==> src/rtl/lc3_writeback.sv <==
// LC3 writeback stage: 8x16 register file, N/Z/P status register,
// result select and combinational dual read ports.
module lc3_writeback #(
   parameter bit         BYPASS    = 1'b0,
   parameter logic [2:0] RESET_PSR = 3'b000
) (
   input  logic        clock,
   input  logic        reset,
   input  logic        enable_writeback,
   input  logic [1:0]  W_Control,
   input  logic [15:0] aluout,
   input  logic [15:0] pcout,
   input  logic [15:0] memout,
   input  logic [2:0]  dr,
   input  logic [2:0]  sr1,
   input  logic [2:0]  sr2,
   output logic [15:0] VSR1,
   output logic [15:0] VSR2,
   output logic [2:0]  psr
);

   localparam int unsigned DW   = 16;
   localparam int unsigned PW   = 3;
   localparam int unsigned NREG = 8;

   localparam logic [1:0] SEL_ALU  = 2'd0;
   localparam logic [1:0] SEL_PC   = 2'd1;
   localparam logic [1:0] SEL_MEM  = 2'd2;
   localparam logic [1:0] SEL_NONE = 2'd3;

   logic [DW-1:0] regs_q [NREG];
   logic [PW-1:0] psr_q;
   logic [PW-1:0] psr_d;
   logic [DW-1:0] dr_in_c;
   logic          write_en_c;

   // Result select; the "no write" code still routes aluout.
   always_comb begin
      dr_in_c = aluout;
      unique case (W_Control)
         SEL_ALU:  dr_in_c = aluout;
         SEL_PC:   dr_in_c = pcout;
         SEL_MEM:  dr_in_c = memout;
         default:  dr_in_c = aluout;
      endcase
   end

   assign write_en_c = enable_writeback & (W_Control != SEL_NONE);

   // Status flags derived from the value being retired; exactly one bit set.
   always_comb begin
      psr_d = psr_q;
      if (write_en_c) begin
         psr_d[2] = dr_in_c[DW-1];
         psr_d[1] = (dr_in_c == '0);
         psr_d[0] = ~dr_in_c[DW-1] & (dr_in_c != '0);
      end
   end

   // Register file and status register; reset clears everything immediately.
   always_ff @(posedge clock or negedge reset) begin
      if (!reset) begin
         for (int i = 0; i < int'(NREG); i++) begin
            regs_q[i] <= '0;
         end
         psr_q <= RESET_PSR;
      end else begin
         if (write_en_c) begin
            regs_q[dr] <= dr_in_c;
         end
         psr_q <= psr_d;
      end
   end

   // Combinational read ports with optional same-cycle forwarding of the write.
   always_comb begin
      VSR1 = regs_q[sr1];
      VSR2 = regs_q[sr2];
      if (BYPASS && write_en_c) begin
         if (sr1 == dr) VSR1 = dr_in_c;
         if (sr2 == dr) VSR2 = dr_in_c;
      end
   end

   assign psr = psr_q;

endmodule
==> config.mk <==
export PLATFORM = sky130hd
export DESIGN_NAME = lc3_writeback
export DESIGN_NICKNAME = d
export VERILOG_FILES = /design/src/rtl/lc3_writeback.sv
export SDC_FILE = /design/constraint.sdc
export NUM_CORES = 1
export LEC_CHECK = 0
export ABC_AREA = 1
export CORE_ASPECT_RATIO = 1.2
export CORE_UTILIZATION = 30
export DETAILED_ROUTE_END_ITERATION = 12
export SETUP_SLACK_MARGIN = 0.15
export SYNTH_ARGS = -nofsm -noshare
export SYNTH_HDL_FRONTEND = slang
export SYNTH_SLANG_ARGS = --single-unit
==> constraint.sdc <==
create_clock -name clock -period 2.9 [get_ports clock]
set_input_delay 0.87 -clock clock [delete_from_list [all_inputs] [get_ports clock]]
set_output_delay 0.87 -clock clock [all_outputs]
set_load 0.005 [all_outputs]
* Word level (Yosys, flattened, before mapping)
Index checks and enable logic that the tools add are counted.
Word-level totals: bits in registers 131, output and inout bits 35
Operators by class: order comparisons 4, equality and inequality tests 3, mux-type cells 10, bitwise logic cells 6, reduce and logical (&&, ||, !) cells 3
Operators by type and width (count):
- $bwmux W128 | 1
- $bmux W16 S3 | 2
- $mux W16 | 5
- $demux W16 S3 | 1
- $pmux W16 S2 | 1
- $logic_not A16 Y1 | 1
- $reduce_bool A16 Y1 | 1
- $ge A4 B4 Y1 const B | 3
- $not A3 Y4 | 3
- $lt A4 B1 Y1 const B | 1
- $and A1 B1 Y1 | 2
- $eq A2 B1 Y1 const B | 1
- $eq A2 B2 Y1 const B | 1
- $ne A2 B2 Y1 const B | 1
- $logic_and A1 B1 Y1 | 1
- $not A1 Y1 | 1

* Longest topological paths before layout
Gate-level depths: netlist (run 1).
depth after elaboration 6, gate-level depth with buffers 12

* Worst setup path before layout (run 1)
Ideal clock, no wire load.
path kind input to output, from input port sr1[1], to output port VSR1[15], arrival 1747 ps, data required time 2030 ps, slack 283 ps, stages 6, cells stage by stage buf_2 clkbuf_1 o21ai_0 o21ai_0 a21oi_1 a31oi_1
On the way: longest elaborated chain between the ends 4
Ends and longest elaborated chain:
- start, declared | RTL line 15 | input logic [2:0] sr1,
- $not A3 Y4 (not written as such) | RTL line 77 | VSR1 = regs_q[sr1];
- $bmux W16 S3 | RTL line 77
- $mux W16 (not written as such) (2 in a row) | RTL line 77
- end, declared | RTL line 17 | output logic [15:0] VSR1,
Every way passes these cells. The select of a mux whose other input is x is not followed.

* Worst setup path after layout (run 1)
from input port sr2[0], to output port VSR2[0]
On the way: longest elaborated chain between the ends 4
Ends and longest elaborated chain:
- start, declared | RTL line 16 | input logic [2:0] sr2,
- $not A3 Y4 (not written as such) | RTL line 78 | VSR2 = regs_q[sr2];
- $bmux W16 S3 | RTL line 78
- $mux W16 (not written as such) (2 in a row) | RTL line 78
- end, declared | RTL line 18 | output logic [15:0] VSR2,
Every way passes these cells. The select of a mux whose other input is x is not followed.

==> results of run 1 <==
[worst max-delay path, cell delays in order]
cell	delay [ps]
buf_12	110
clkinv_8	70
buf_8	130
buf_16	140
buf_4	130
o21ai_2	120
nand2_1	70
nor2_1	150
a31oi_2	90
buf_4	170
buf_2	120
[timing repair]
item / 4_1_cts / 5_1_grt
gates cloned: 18 / 7
pin swaps: 46 / 57
buffers inserted: 15 / 14
endpoints found under the setup margin: 32 / 32
gates resized for setup: 326 / 133
[cell type report]
class	instances	area (um2)	share of cell area [%]
Timing Repair Buffer	234	3000	25.7
Tap cell	320	400	3.44
Multi-Input combinational cell	731	3970	34.1
Clock inverter	13	136	1.17
Inverter	98	415	3.57
Sequential cell	131	3280	28.2
Clock buffer	19	443	3.80
[final timing paths]
kind	startpoint	to	slack, ps	cells past startpoint
worst max-delay path	sr2[0]	VSR2[0]	-140	11
worst min-delay path	reset	regs_q[39]	370	1
worst max register to register	regs_q[45]	regs_q[45]	2100	2
worst min register to register	psr[1]	psr[1]	510	2
max in group asynchronous	reset	regs_q[43]	1750	2
min in group clock	psr[1]	psr[1]	510	2
[cells by family after synthesis]
group                    synth area share [%]
flip-flops                               44.3
adder cells (fa/ha/maj)                 0.507
AO/OA/AOI/OAI                            29.3
AND/OR/NAND/NOR                          16.5
buffers and inverters                    9.42
[state kept, by name, summed over array words and instances (netlist names)]
register	count
psr	3
regs_q	128
[cells in the final DEF (no fill, tap or decap), types with 45 or more instances in the layout]
| master | instances |
|---|---|
| a21oi_2 | 45 |
| nor2_1 | 68 |
| o21ai_1 | 69 |
| nand2_1 | 188 |
| inv_1 | 89 |
| o21ai_0 | 141 |
| buf_4 | 55 |
| a21oi_1 | 104 |
| dfrtp_1 | 131 |
| clkdlybuf4s50_1 | 57 |
[through the flow]
stage	instances	hold slack (ps)	setup WS, ps
6_report	1546	374	-140
5_1_grt	1546	400	-157
4_1_cts	1525	386	5.48
3_5_place_dp	1460	486	-847
3_3_place_gp	1460	478	-851
2_1_floorplan	1036	453	283
[routing by layer]
metal	routed length [um]	GRT usage [%]
met1	12400	29.4
met2	14300	38.1
met3	3030	5.01
met4	1320	10.8
met5	13	0
[power by group through the flow]
stage | combinational, mW | clock, mW | sequential (mW)
floorplan | 0.951 | 0 | 2.46
global placement | 1.73 | 0 | 2.51
detailed placement | 1.75 | 0 | 2.52
CTS | 1.99 | 2.15 | 2.51
global route | 2.42 | 2.23 | 2.59
finish | 2.23 | 2.14 | 2.55
==> impl_metrics.tcl, run 1 <==
set metrics [dict create \
    outcome "finished, violations left" \
    critPathRequiredTime_ps 2030 \
    fin_worst_skew_ps 0 \
    grt_pass1_wl_um 44900 \
    post-route-util_pct 48.4 \
    pin_count 97 \
    p_int_mw 4.54 \
    hold_viol 0 \
    slew_viol_final 0 \
    wl_um 31000 \
    drv_cap 0 \
    synth.avg_cell_area_um2 7.14 \
    fill_cells 2278 \
    swShare_pct 34.4 \
    fin_nets 1278 \
    place_area_um2 9360 \
    area_growth_pct 57.4 \
    ant_nets 0 \
    cts_sinks 131 \
    coreArea_um2 24000 \
    die_h_um 174 \
    synth_edf_count 0 \
    start_util_pct 30.8 \
    fin_tns_setup_ps -400 \
    portBuffers 96 \
    tightestPinTransition_ps 464 \
    yosysTopAreaCell "dfrtp_1" \
    violations "setup timing" \
    drc 0 \
    clockBufferDepth 2 \
    synthArstFlopShare_pct 100 \
    power_mw 6.91 \
    die-width_um 145 \
    synth_cell_types 28 \
    dp_hpwl_um 17200 \
    n_antenna_cell 0 \
    ctsHoldBuffers 0 \
    clk_pin_slew_ps 60 \
    worst_setup_path_start_kind "input pin" \
    via_count 8309 \
    drtPass1Iterations 5 \
    gp_congestion 0.817 \
    slew_headroom_pct 69.0 \
    grt_overflow_total 0 \
    fp-row-count 62 \
    grt.total_usage_pct 23.3 \
    ir_drop_mv 0.505 \
    cp_data_arrival_time_ps 2170 \
    crit_type "in -> out" \
    ys_warn_count 0 \
    synth_top_area_share_pct 44.3 \
    clockRootBuffer "clkbuf_16" \
    antenna_found_initial 1 \
    cellLeakagePower_nw 5.05 \
    setup_viol 10 \
    clock_latency_ps 430 \
    hp-class "in -> async" \
    tritoncts "done" \
    pwr-share-comb_pct 32.2 \
    synth_ff_type "dfrtp_1" \
    syn_area_um2 7400 \
    synth_area_leaders "dfrtp_1 (44%), o21ai_0 (15%), a21oi_1 (11%)" \
    power.switching_mw 2.38 \
    rsz0062_at_grt "yes" \
    finalInstanceArea_um2 11600 \
    fin_crit_sh_pct 105 \
    numCtsBuffers 17 \
    cp-end-kind "output port" \
    syn_nets 1101 \
    viasPerCell 5.37 \
    synth.most_common_cell "o21ai_0" \
    synth_seq_cells 131 \
    ctsHtreeMaxLevel 4 \
    ys_seq_area_share_pct 44.3 \
    fin_ws_ps -140 \
    grt_pass1_vias 7957 \
    die_area_um2 25300 \
    drive_gt1_share_pct 27.2 \
    power_frac_seq_pct 36.9 \
    initialDrtViolationCount 938 \
    min_period_ps 3040 \
    synth_common_cells "o21ai_0 (226), nand2_1 (190), a21oi_1 (156)" \
    postSynthCellCount 1036 \
    clkPwrFrac_pct 30.9 \
    path_max_fanout 6 \
    fmax_mhz 329 \
    wl_per_cell_um 20.0 \
    grt_max_degree 63 \
    cellPowerDensity_nw_per_um2 594 \
]
Power figures use the tool's default switching activity.
==> run 2, diff against run 1 <==
--- a/config.mk
+++ b/config.mk
@@ -6,6 +6,7 @@
 export NUM_CORES = 1
 export LEC_CHECK = 0
 export ABC_AREA = 1
+export CAP_MARGIN = 20
 export CORE_ASPECT_RATIO = 1.2
 export CORE_UTILIZATION = 30
 export DETAILED_ROUTE_END_ITERATION = 12
==> results of run 2 <==
Same layout as run 1: the final DEF is identical, and so are final timing and power.
==> run 3, diff against run 2 <==
--- a/config.mk
+++ b/config.mk
@@ -10,6 +10,8 @@
 export CORE_ASPECT_RATIO = 1.2
 export CORE_UTILIZATION = 30
 export DETAILED_ROUTE_END_ITERATION = 12
+export GPL_TIMING_DRIVEN = 0
+export RECOVER_POWER = 25
 export SETUP_SLACK_MARGIN = 0.15
 export SYNTH_ARGS = -nofsm -noshare
 export SYNTH_HDL_FRONTEND = slang
==> run 3 against run 2 <==
Against the previous run: first-iteration DRC count grew 0.85%; via count is 2.3% higher; total power down 2.2%; design area fell by 7.1%; sequential share of layout area rose by 2.1 points; setup slack better by 58 ps; maximum frequency rose by 1.9%; register-to-register slack better by 20 ps; flip-flop and latch count unchanged; clock skew stayed put; utilization is 3.4 points lower; worst hold slack better by 130 ps; the flow finishes with violations (capacitance limit, slew limit, setup timing).
==> impl_metrics.tcl, run 3 (synthesized netlist as in run 1, its figures left out) <==
set metrics [dict create \
    outcome "finished, violations left" \
    violations "capacitance limit, slew limit, setup timing" \
    place_area_um2 8780 \
    worstHoldPathCells 2 \
    min_period_ps 2980 \
    clk_pin_slew_ps 60 \
    die_h_um 174 \
    worstHoldStart "psr[1]" \
    clockBufferDepth 2 \
    initialDrtViolationCount 946 \
    power.switching_mw 2.47 \
    drive_gt1_share_pct 26.2 \
    clock_latency_ps 440 \
    seq_area_um2 3280 \
    fin_crit_sh_pct 103 \
    fin_nets 1238 \
    slew_viol_final 64 \
    fin_hold_ws_ps 504 \
    grt_pass1_wl_um 51000 \
    slew_headroom_pct -11.5 \
    ctsHtreeMaxLevel 4 \
    ant_nets 0 \
    fmax_mhz 335 \
    fp-row-count 62 \
    antenna_found_initial 1 \
    path_max_fanout 7 \
    n_antenna_cell 0 \
    fin_worst_skew_ps 0 \
    numCtsBuffers 17 \
    grt.total_usage_pct 27.5 \
    final_common_cell "nand2_1" \
    multiInputGateArea_um2 4190 \
    drc 0 \
    drv_cap 1 \
    r2r_slack_ps 2120 \
    area_growth_pct 46.2 \
    tritoncts "done" \
    timing.rr.start "regs_q[42]" \
    rsz0062_at_grt "yes" \
    pwr-share-comb_pct 31.3 \
    grt_overflow_total 0 \
    pin_count 97 \
    swShare_pct 36.5 \
    worst_setup_path_start_kind "input pin" \
    dp_hpwl_um 23800 \
    cp_data_arrival_time_ps 2110 \
    cts_sinks 131 \
    via_count 8497 \
    hold_viol 0 \
    crit_type "in -> out" \
    finalInstanceArea_um2 10800 \
    start_util_pct 30.8 \
    clockRootBuffer "clkbuf_16" \
    wl_per_cell_um 23.2 \
    r2r-end "regs_q[42]" \
    grt_pass1_vias 8267 \
    cellLeakagePower_nw 4.64 \
    wl_met1_um 13100 \
    clkPwrFrac_pct 31.1 \
    largest_register_ffs 128 \
    route.met2.wl_um 15900 \
    setup_viol 5 \
    cellPowerDensity_nw_per_um2 625 \
    drtPass1Iterations 7 \
    regMostFlops "regs_q" \
    r2r_cells 2 \
    hp-class "reg -> reg" \
    tightestPinTransition_ps 1670 \
    viasPerCell 5.64 \
    fill_cells 2387 \
    power_mw 6.76 \
    coreArea_um2 24000 \
    hold_path_end "psr[1]" \
    ir_drop_mv 0.424 \
    power_frac_seq_pct 37.6 \
    gp_congestion 0.967 \
    top_layer "met5" \
    die_area_um2 25300 \
    post-route-util_pct 45.0 \
    most-common-layout-cells "nand2_1 (184), o21ai_0 (143), dfrtp_1 (131), a21oi_1 (110), inv_1 (89)" \
    wl_met3_um 3530 \
    portBuffers 94 \
    grt_max_degree 69 \
    ctsHoldBuffers 0 \
    die-width_um 145 \
    cp-end-kind "output port" \
    p_int_mw 4.29 \
    fin_ws_ps -81.8 \
    wl_um 34900 \
    critPathRequiredTime_ps 2030 \
]
## run 3: metrics by stage
step	cells	setup TNS, ps	setup WS [ps]
floorplan	1036	0	283
global placement	1450	-651460	-4430
detailed placement	1452	-65130	-1590
CTS	1499	0	11.2
global route	1506	-378	-136
finish	1506	-174	-81.8
## run 3: worst max-delay path, cell delays in order
cell and delay, ps:
buf_8 120, inv_4 70, clkbuf_8 170, a21oi_1 140, o21ai_0 150, nand2_1 100, nor2_1 50, a31oi_2 260
buf_2 170
## run 3: how the worst max path moves through the flow
stage	from	slack [ps]	end
2_1_floorplan	sr1[1]	280	VSR1[15]
3_3_place_gp	reset	-4430	regs_q[106]
3_5_place_dp	sr1[0]	-1590	VSR1[3]
4_1_cts	sr2[0]	10	VSR2[7]
5_1_grt	sr1[1]	-140	VSR1[14]
6_report	sr1[1]	-80	VSR1[14]
## run 3: cell type report
| cell class | instances | share of cell area [%] |
|---|---|---|
| clock buffers | 20 | 4.22 |
| inverters | 98 | 3.68 |
| flip-flops and latches | 131 | 30.3 |
| clock inverters | 12 | 1.01 |
| well taps | 320 | 3.70 |
| multi-input cells | 731 | 38.7 |
| repair buffers | 117 | 10.2 |
| plain buffers | 76 | 8.07 |
| repair inverters | 1 | 0.104 |
## run 3: power by group through the flow
stage / Sequential, mW / Clock (mW) / Combinational (mW)
after floorplan: 2.46 / 0 / 0.951
after global placement: 2.53 / 0 / 1.65
after detailed placement: 2.53 / 0 / 1.68
after CTS: 2.52 / 2.09 / 1.91
after global routing: 2.58 / 2.18 / 2.27
final: 2.54 / 2.10 / 2.11
## run 3: timing repair
action	in CTS	in global routing
gates cloned	10	2
pin swaps	52	58
setup buffers	5	5
gates resized for setup	448	130
setup endpoints to repair	52	113
## run 3: per-layer routing
metal | up-vias | GRT usage [%]
met4 | 2 | 16.3
met3 | 172 | 7.24
met5 | - | 0
met1 | 4031 | 32.8
li1 | 3720 | -
met2 | 572 | 44.3
